`src/rtl/spi_packet_tx.sv`:
```
// Write-only SPI (mode 0) packet serialiser for an LCD controller: one {dc, byte}
// packet per handshake, MSB first, with back-to-back streaming under one chip select.
//
//   state | meaning
//   IDLE  | cs_n high, sck low, dc/sda hold last values, ready high
//   SHIFT | serialising the byte, CLK_DIV cycles per SCK half-period
//   HOLD  | CLK_DIV cycles of cs_n low after the last bit; ready on its final cycle
module spi_packet_tx #(
   parameter int WORD_WIDTH   = 8,
   parameter int PACKET_WIDTH = 9,
   parameter int CLK_DIV      = 2
) (
   input  logic                    clk,
   input  logic                    rst,
   input  logic                    valid,
   output logic                    ready,
   input  logic [PACKET_WIDTH-1:0] data,
   output logic                    lcd_sck,
   output logic                    lcd_sda,
   output logic                    lcd_dc,
   output logic                    lcd_cs_n,
   output logic                    busy
);

   localparam int DIVW = $clog2(CLK_DIV) + 1;
   localparam int BITW = $clog2(WORD_WIDTH);
   localparam logic [DIVW-1:0] DIV_LOAD = DIVW'(CLK_DIV - 1);
   localparam logic [BITW-1:0] BIT_LAST = BITW'(WORD_WIDTH - 1);

   typedef enum logic [1:0] {
      IDLE  = 2'd0,
      SHIFT = 2'd1,
      HOLD  = 2'd2
   } state_t;

   state_t                  state_q;
   logic [DIVW-1:0]         div_q;
   logic [BITW-1:0]         bit_q;
   logic [WORD_WIDTH-1:0]   shreg_q;
   logic                    sck_q;
   logic                    sda_q;
   logic                    dc_q;
   logic                    cs_n_q;
   logic                    accept;

   // The divider is a down-counter; terminal count zero ends a half-period or the hold.
   assign ready  = rst && ((state_q == IDLE) || ((state_q == HOLD) && (div_q == '0)));
   assign accept = valid && ready;

   assign busy     = (state_q != IDLE);
   assign lcd_sck  = sck_q;
   assign lcd_sda  = sda_q;
   assign lcd_dc   = dc_q;
   assign lcd_cs_n = cs_n_q;

   always_ff @(posedge clk) begin
      if (!rst) begin
         state_q <= IDLE;
         div_q   <= '0;
         bit_q   <= '0;
         shreg_q <= '0;
         sck_q   <= 1'b0;
         sda_q   <= 1'b0;
         dc_q    <= 1'b0;
         cs_n_q  <= 1'b1;
      end else if (accept) begin
         state_q <= SHIFT;
         div_q   <= DIV_LOAD;
         bit_q   <= '0;
         shreg_q <= {data[WORD_WIDTH-2:0], 1'b0};
         sda_q   <= data[WORD_WIDTH-1];
         dc_q    <= data[PACKET_WIDTH-1];
         sck_q   <= 1'b0;
         cs_n_q  <= 1'b0;
      end else begin
         case (state_q)
            SHIFT: begin
               if (div_q != '0) begin
                  div_q <= div_q - DIVW'(1);
               end else begin
                  div_q <= DIV_LOAD;
                  sck_q <= ~sck_q;
                  // Falling SCK: advance to the next bit, or finish after the last one.
                  if (sck_q) begin
                     if (bit_q == BIT_LAST) begin
                        state_q <= HOLD;
                        bit_q   <= '0;
                     end else begin
                        bit_q   <= bit_q + BITW'(1);
                        sda_q   <= shreg_q[WORD_WIDTH-1];
                        shreg_q <= shreg_q << 1;
                     end
                  end
               end
            end
            HOLD: begin
               if (div_q != '0) begin
                  div_q <= div_q - DIVW'(1);
               end else begin
                  state_q <= IDLE;
                  cs_n_q  <= 1'b1;
               end
            end
            default: begin
            end
         endcase
      end
   end

endmodule

```
`config.mk`:
```
export PLATFORM = sky130hd
export DESIGN_NAME = spi_packet_tx
export DESIGN_NICKNAME = d
export VERILOG_FILES = /design/src/rtl/spi_packet_tx.sv
export SDC_FILE = /design/constraint.sdc
export NUM_CORES = 1
export LEC_CHECK = 0
export ABC_CLOCK_PERIOD_IN_PS = 3270
export CAP_MARGIN = 15
export CORE_MARGIN = 1.5
export CORE_UTILIZATION = 29
export CTS_CLUSTER_SIZE = 25
export DETAILED_ROUTE_END_ITERATION = 8
export SLEW_MARGIN = 30
export SYNTH_ARGS = -nofsm -noshare
export SYNTH_HDL_FRONTEND = slang
export SYNTH_SLANG_ARGS = --single-unit
```
`constraint.sdc`:
```
create_clock -name clk -period 3.27 [get_ports clk]
set_input_delay 0.4905 -clock clk [delete_from_list [all_inputs] [get_ports clk]]
set_output_delay 0.4905 -clock clk [all_outputs]
set_load 0.1 [all_outputs]
```
==> impl_metrics.csv, run 1 <==
group,metric,value,unit
sta,finalSetupTns,0,ns
route,avgRoutedWirePerCell,13.15,µm
sta,min_period,2.295,ns
clocking,clk_pin_slew,0.11,ns
sta,clock.fmax,435.7,MHz
yosys,synth_nets,123,
clocking,cts_setup_buffers,0,
worst_setup_path,start_kind,"register",
worst_setup_path,end_kind,"primary output",
worst_setup_path,reg2reg_slack,1.44,ns
sta,fin_crit_sh,70.19,%
worst_setup_path,r2r_end,"bit_q[0]$_SDFFE_PP0P_",
global_route,grtUsageMet3,1.528,%
placed_design,dpl.hpwl,1.455,mm
worst_setup_path,path_buf_inv,1,
pwr,max-vdd-ir-drop,0.0001943,V
finish,diodes,0,
clocking,postCtsResizedCells,0,
yosys,syn_inst,109,
clocking,clock_latency,0.30,ns
worst_setup_path,cp.required,2.78,ns
clocking,ctsLongestPathBuffers,2,
sta,finalMaxSlewViolations,0,
yosys,postSynthAreaPerCell,8.494,µm²
yosys,syn_area,925.9,µm²
route,via_per_inst,5.170,
hold_path,holdPathEnd,"shreg_q[1]$_SDFFE_PN0P_",
floorplan,die_w,59.51,µm
yosys,synth_top_family_by_area,"compound AO/OA/AOI/OAI gates",
run_status,status,"finished, final reports clean",
route,first_pass_iters,4,
yosys,yosysSeqAreaShare,38.92,%
clocking,cts.sinks,18,
floorplan,dieHeight,59.51,µm
worst_setup_path,path_cells,"clkdlybuf4s50_1",
floorplan,core_area,0.003053,mm²
global_route,grt_pass1_wl,3.732,mm
yosys,yosys.area_share.simple,22.43,%
yosys,yosysWarningCount,0,
worst_setup_path,worstPathMaxFanout,3,
global_route,use_met2,20.41,%
clocking,cts_hold_buf,0,
clocking,cts_made_buffers,3,
route,wirelength,2.169,mm
yosys,synth-xor-area-share,0.9459,%
pwr,power.leakage,0.3947,nW
sta,rsz0062_at_grt,"false",
clocking,htree_levels,1,
floorplan,row_count,20,
worst_setup_path,cp_slowest_cell,"clkdlybuf4s50_1",
hold_path,hold_start,"shreg_q[1]$_SDFFE_PN0P_",
global_route,track_usage,13.76,%
worst_setup_path,worst-r2r-cell-count,5,
placed_design,place_congestion,0.7032,
yosys,ys_types,32,
yosys,synth_compound_area_share,28.65,%
worst_setup_path,crit_family,"buffers and inverters",
worst_setup_path,max_stage_delay,1.14,ns
worst_setup_path,worstSetupPathType,"register to primary output",
finish,drive_above_1_share,9.917,%
global_route,top_usage_layer,"met2",
finish,layoutNonFillerInstCount,165,
floorplan,dieArea,0.003541,mm²
hold_path,min_path_cells,2,
clocking,cts_root_buffer,"clkbuf_4",
route,drt_iter0_markers,22,
global_route,grt_max_degree,16,
sta,tightest_slew,0.9652,ns
worst_setup_path,path_depth,1,
finish,final_nets,136,
flow_run,maxCapViolCount,0,
sta,finalClockSkew,0.01032,ns
yosys,ys_ff_latch,18,
sta,setup_viol,0,
finish,area_growth,23.65,%
sta,hold_viol_final,0,
global_route,grtUsageMet1,19.71,%
global_route,gr-total-overflow,0,
floorplan,initial_core_util,30.33,%
sta,fin_ws,0.9746,ns
route,vias,853,
placed_design,placed_cells,161,
hold_path,hold_path_class,"register to register",
sta,relSlewSlack,35.45,%
pwr,p_per_area,453.6,mW/mm²
worst_setup_path,cp.arrival,1.80,ns
worst_setup_path,timing.rr.start,"bit_q[0]$_SDFFE_PP0P_",
global_route,grt_antenna_before_repair,0,
clocking,cts_tree,"built",
yosys,synth_mux_area_share,0,%
placed_design,port_buffers,17,
yosys,synthAdderAreaFrac,2.703,%
route,drcViolationCount,0,
route,ant_nets,0,
floorplan,top_level_ports,18,
global_route,grt_pass1_vias,792,
placed_design,pre_cts_ws,1.152,ns
## per-layer routing
| layer | routed length [µm] | vias up |
|---|---|---|
| met5 | 0 | - |
| li1 | - | 439 |
| met1 | 1094 | 383 |
| met4 | 27 | 0 |
| met3 | 106 | 2 |
| met2 | 940 | 29 |
## power breakdown
| group | internal, mW | total [mW] | switching, mW |
|---|---|---|---|
| Clock | 0.0679 | 0.138 | 0.0697 |
| Sequential | 0.232 | 0.248 | 0.0156 |
| Combinational | 0.0450 | 0.134 | 0.0886 |
## placed cells by master, fill, tap and decap left out, drive strengths merged, types with 2 or more instances in the layout
cell type / count
a21oi: 6
a31oi: 7
buf: 4
clkbuf: 4
clkdlybuf4s50: 14
dfxtp: 18
ha: 2
inv: 3
nand2: 4
nand2b: 2
nand3: 4
nand4: 7
nor2: 2
nor3: 2
nor3b: 2
o211ai: 2
o21a: 2
o21ai: 15
o31ai: 9
or3b: 2
## registers in the layout, indices dropped and copies added, names as in the netlist
| signal | cells |
|---|---|
| bit_q | 3 |
| div_q | 2 |
| lcd_cs_n | 1 |
| lcd_dc | 1 |
| lcd_sck | 1 |
| lcd_sda | 1 |
| shreg_q | 7 |
| state_q | 2 |
## layout make-up
class | instances | area [µm²]
Fill cell | 337 | 1908
Tap cell | 44 | 55.05
Timing Repair Buffer | 18 | 170.2
Sequential cell | 18 | 360.3
Inverter | 3 | 11.26
Clock buffer | 4 | 36.28
Multi-Input combinational cell | 78 | 511.7
## Yosys cell counts
cell type | number | share of area (%)
or3b_1 | 2 | 1.9
dfxtp_1 | 18 | 39
xnor2_1 | 1 | 0.95
and2_1 | 1 | 0.68
nor4_1 | 1 | 0.68
a31oi_1 | 7 | 4.7
o21a_1 | 2 | 1.6
nand2_1 | 4 | 1.6
nor3b_1 | 1 | 0.81
nor2_1 | 2 | 0.81
or3_1 | 1 | 0.68
ha_1 | 2 | 2.7
or4_1 | 1 | 0.81
nand2b_4 | 1 | 1.5
o211a_1 | 1 | 1.1
o211ai_1 | 2 | 1.6
nor2b_1 | 1 | 0.68
buf_2 | 8 | 4.3
nand2b_1 | 1 | 0.68
o21ai_0 | 5 | 2.7
nand3_1 | 4 | 2.2
inv_1 | 3 | 1.2
o31ai_1 | 9 | 7.3
or2_2 | 1 | 0.68
and3b_1 | 1 | 0.95
nand4_1 | 7 | 4.7
o311ai_1 | 1 | 0.95
nor3_1 | 2 | 1.1
a21oi_1 | 6 | 3.2
nor3b_4 | 1 | 2.0
o21ai_1 | 10 | 5.4
clkbuf_1 | 2 | 0.81
## logic make-up (layout without fill, tap and decap cells)
kind of cell | count (synthesis) | after routing
AOI/OAI and AO/OA | 43 | 43
xor gates and xnor gates | 1 | 1
adders and majority gates | 2 | 2
buffers and inverters | 13 | 25
DFF | 18 | 18
and+or+nand+nor | 32 | 32
## worst reg2reg max path: cells and delay by family, from the launching register on
family | cells | cell delay [ns]
AO/OA/AOI/OAI | 1 | 0.14
AND/OR/NAND/NOR | 2 | 0.87
adder cells (fa/ha/maj) | 2 | 0.41
flip-flops | 1 | 0.34
## worst max path at each step
| stage | startpoint | to |
|---|---|---|
| 2_1_floorplan | div_q[0]$_SDFFE_PN0P_ | ready |
| 3_3_place_gp | rst | ready |
| 3_5_place_dp | rst | ready |
| 4_1_cts | lcd_cs_n$_SDFFE_PN1P_ | lcd_cs_n |
| 5_1_grt | lcd_cs_n$_SDFFE_PN1P_ | lcd_cs_n |
| 6_report | lcd_cs_n$_SDFFE_PN1P_ | lcd_cs_n |
## stage by stage
| stage | total power [mW] | util, % | cell area [µm²] | hold WS [ns] |
|---|---|---|---|---|
| 6_report | 0.5193 | 37.50 | 1145 | 0.4760 |
| 5_1_grt | 0.5477 | 37.50 | 1145 | 0.5005 |
| 4_1_cts | 0.5265 | 37.50 | 1145 | 0.4738 |
| 3_5_place_dp | 0.3859 | 36.31 | 1109 | 0.4561 |
| 3_3_place_gp | 0.3845 | 36.31 | 1109 | 0.4514 |
| 2_1_floorplan | 0.3505 | - | 930.9 | 0.4355 |
Power figures use the tool's default switching activity.
==> run 2: changes to the inputs <==
ABC_CLOCK_PERIOD_IN_PS = 2100   (was 3270)
clock period = 2.1 ns   (was 3.27 ns; I/O delays follow)
==> run 2 against run 1 <==
Against the previous run:
- count of clock-buffer cells in the layout did not move
- cell area rose by 3.4%
- largest power group unchanged
- critical path depth rose by 4
- clock skew fell by 0.0048 ns
==> impl_metrics.csv, run 2 (synthesis results as in run 1) <==
group,metric,value,unit
flow_run,maxCapViolCount,0,
finish,final_nets,138,
clocking,htree_levels,1,
finish,top_register,"shreg_q",
global_route,grt_antenna_before_repair,0,
finish,fillCellCount,331,
pwr,p_per_area,705.6,mW/mm²
sta,relSlewSlack,57.46,%
route,drcViolationCount,0,
floorplan,initial_core_util,30.33,%
sta,fin_ws,0.2982,ns
floorplan,dieArea,0.003541,mm²
floorplan,top_level_ports,18,
finish,multiInputGateArea,518.0,µm²
sta,finalClockSkew,0.005487,ns
route,first_pass_iters,4,
clocking,ctsLongestPathBuffers,2,
finish,final_cell_mix,"dfxtp_1 (18), clkdlybuf4s50_1 (11), o21ai_1 (10)",
pwr,total_power,0.8352,mW
global_route,gr-total-overflow,0,
clocking,cts_made_buffers,3,
finish,drive_above_1_share,13.82,%
pwr,switchingPower,0.2844,mW
global_route,grt_max_degree,14,
worst_setup_path,end_kind,"register",
sta,hold_viol_final,0,
floorplan,die_w,59.51,µm
clocking,clock_latency,0.31,ns
route,wirelength,2.204,mm
global_route,track_usage,13.75,%
clocking,clk_pin_slew,0.11,ns
floorplan,dieHeight,59.51,µm
clocking,cts_setup_buffers,0,
worst_setup_path,cp.required,2.34,ns
route,avgRoutedWirePerCell,13.20,µm
clocking,cts_tree,"built",
sta,setup_viol,0,
route,drt_iter0_markers,31,
sta,min_period,1.802,ns
floorplan,row_count,20,
worst_setup_path,worstSetupPathType,"register to register",
global_route,grtUsageMet3,4.148,%
sta,tightest_slew,0.6368,ns
pwr,combPwrFrac,27.3,%
clocking,cts_hold_buf,0,
sta,finalMaxSlewViolations,0,
sta,rsz0062_at_grt,"false",
global_route,use_met2,21.98,%
clocking,cts_root_buffer,"clkbuf_4",
worst_setup_path,cp.arrival,2.04,ns
pwr,clkPwrFrac,26.9,%
pwr,power.leakage,0.4177,nW
finish,largest_reg_flops,7,
pwr,seqPwrFrac,45.8,%
placed_design,dpl.hpwl,1.493,mm
route,ant_nets,0,
finish,diodes,0,
finish,area_growth,27.84,%
global_route,grtUsageMet1,16.89,%
sta,hold_slack,0.4779,ns
placed_design,placed_cell_area,0.001147,mm²
run_status,status,"finished, final reports clean",
finish,reg.largest.list,"shreg_q x7, bit_q x3",
route,via_per_inst,5.144,
finish,ff_latch_area,360.3,µm²
sta,clock.fmax,555.0,MHz
sta,fin_crit_sh,85.80,%
sta,finalSetupTns,0,ns
global_route,grt_pass1_vias,785,
finish,final_common_cell,"dfxtp_1",
global_route,top_usage_layer,"met2",
pwr,switching_share,34.06,%
placed_design,port_buffers,17,
pwr,p_int,0.5507,mW
route,vias,859,
pwr,max-vdd-ir-drop,0.0004903,V
placed_design,place_congestion,0.7976,
finish,fin_area,0.001184,mm²
placed_design,pre_cts_ws,0.3342,ns
floorplan,core_area,0.003053,mm²
clocking,cts.sinks,18,
hold_path,hold_path_class,"register to register",
global_route,grt_pass1_wl,3.657,mm
worst_setup_path,start_kind,"register",
worst_setup_path,worstPathMaxFanout,9,
clocking,postCtsResizedCells,0,
## run 2: cell types whose count changed in the layout (fill, tap and decap cells not counted)
cell             delta
buf_4               +3
clkdlybuf4s50_1     -3
buf_12              +2
nor3b_2             -1
nor3b_4             +1
## run 2: power by group through the flow
stage / logic, mW / registers (mW) / clock network [mW]
finish: 0.228 / 0.383 / 0.225
global placement: 0.224 / 0.390 / 0
global route: 0.242 / 0.386 / 0.247
detailed placement: 0.227 / 0.390 / 0
floorplan: 0.128 / 0.421 / 0
CTS: 0.228 / 0.382 / 0.230
## run 2: routing by layer
layer	vias up	part of all wire [%]
met5	-	0
met4	0	1.3
met3	2	5.1
met2	18	46
met1	397	48
li1	442	-
## run 2: worst paths after layout
check	from	slack [ns]	to	depth (start not counted)
setup / recovery	bit_q[0]$_SDFFE_PP0P_	0.30	bit_q[0]$_SDFFE_PP0P_	5
hold / removal	shreg_q[1]$_SDFFE_PN0P_	0.48	shreg_q[1]$_SDFFE_PN0P_	2
setup reg to reg	bit_q[0]$_SDFFE_PP0P_	0.30	bit_q[0]$_SDFFE_PP0P_	5
hold reg to reg	shreg_q[1]$_SDFFE_PN0P_	0.48	shreg_q[1]$_SDFFE_PN0P_	2
## run 2: worst max-delay path: stages (launching register included)
cell and delay (ns):
dfxtp_1 0.34, ha_1 0.19, ha_1 0.21, or3b_1 0.51
or3_1 0.36, a21oi_1 0.13
## run 2: cell type report
class	instances	area share, %
clock buffer	4	3.066
inverter	3	0.9514
multi-input combinational	78	43.76
sequential	18	30.44
tap	44	4.651
timing repair buffer	20	17.12
## run 2: stage by stage
step                std cells  util, %
floorplan                 109        -
global placement          163    37.58
detailed placement        163    37.58
CTS                       167    38.77
global route              167    38.77
finish                    167    38.77
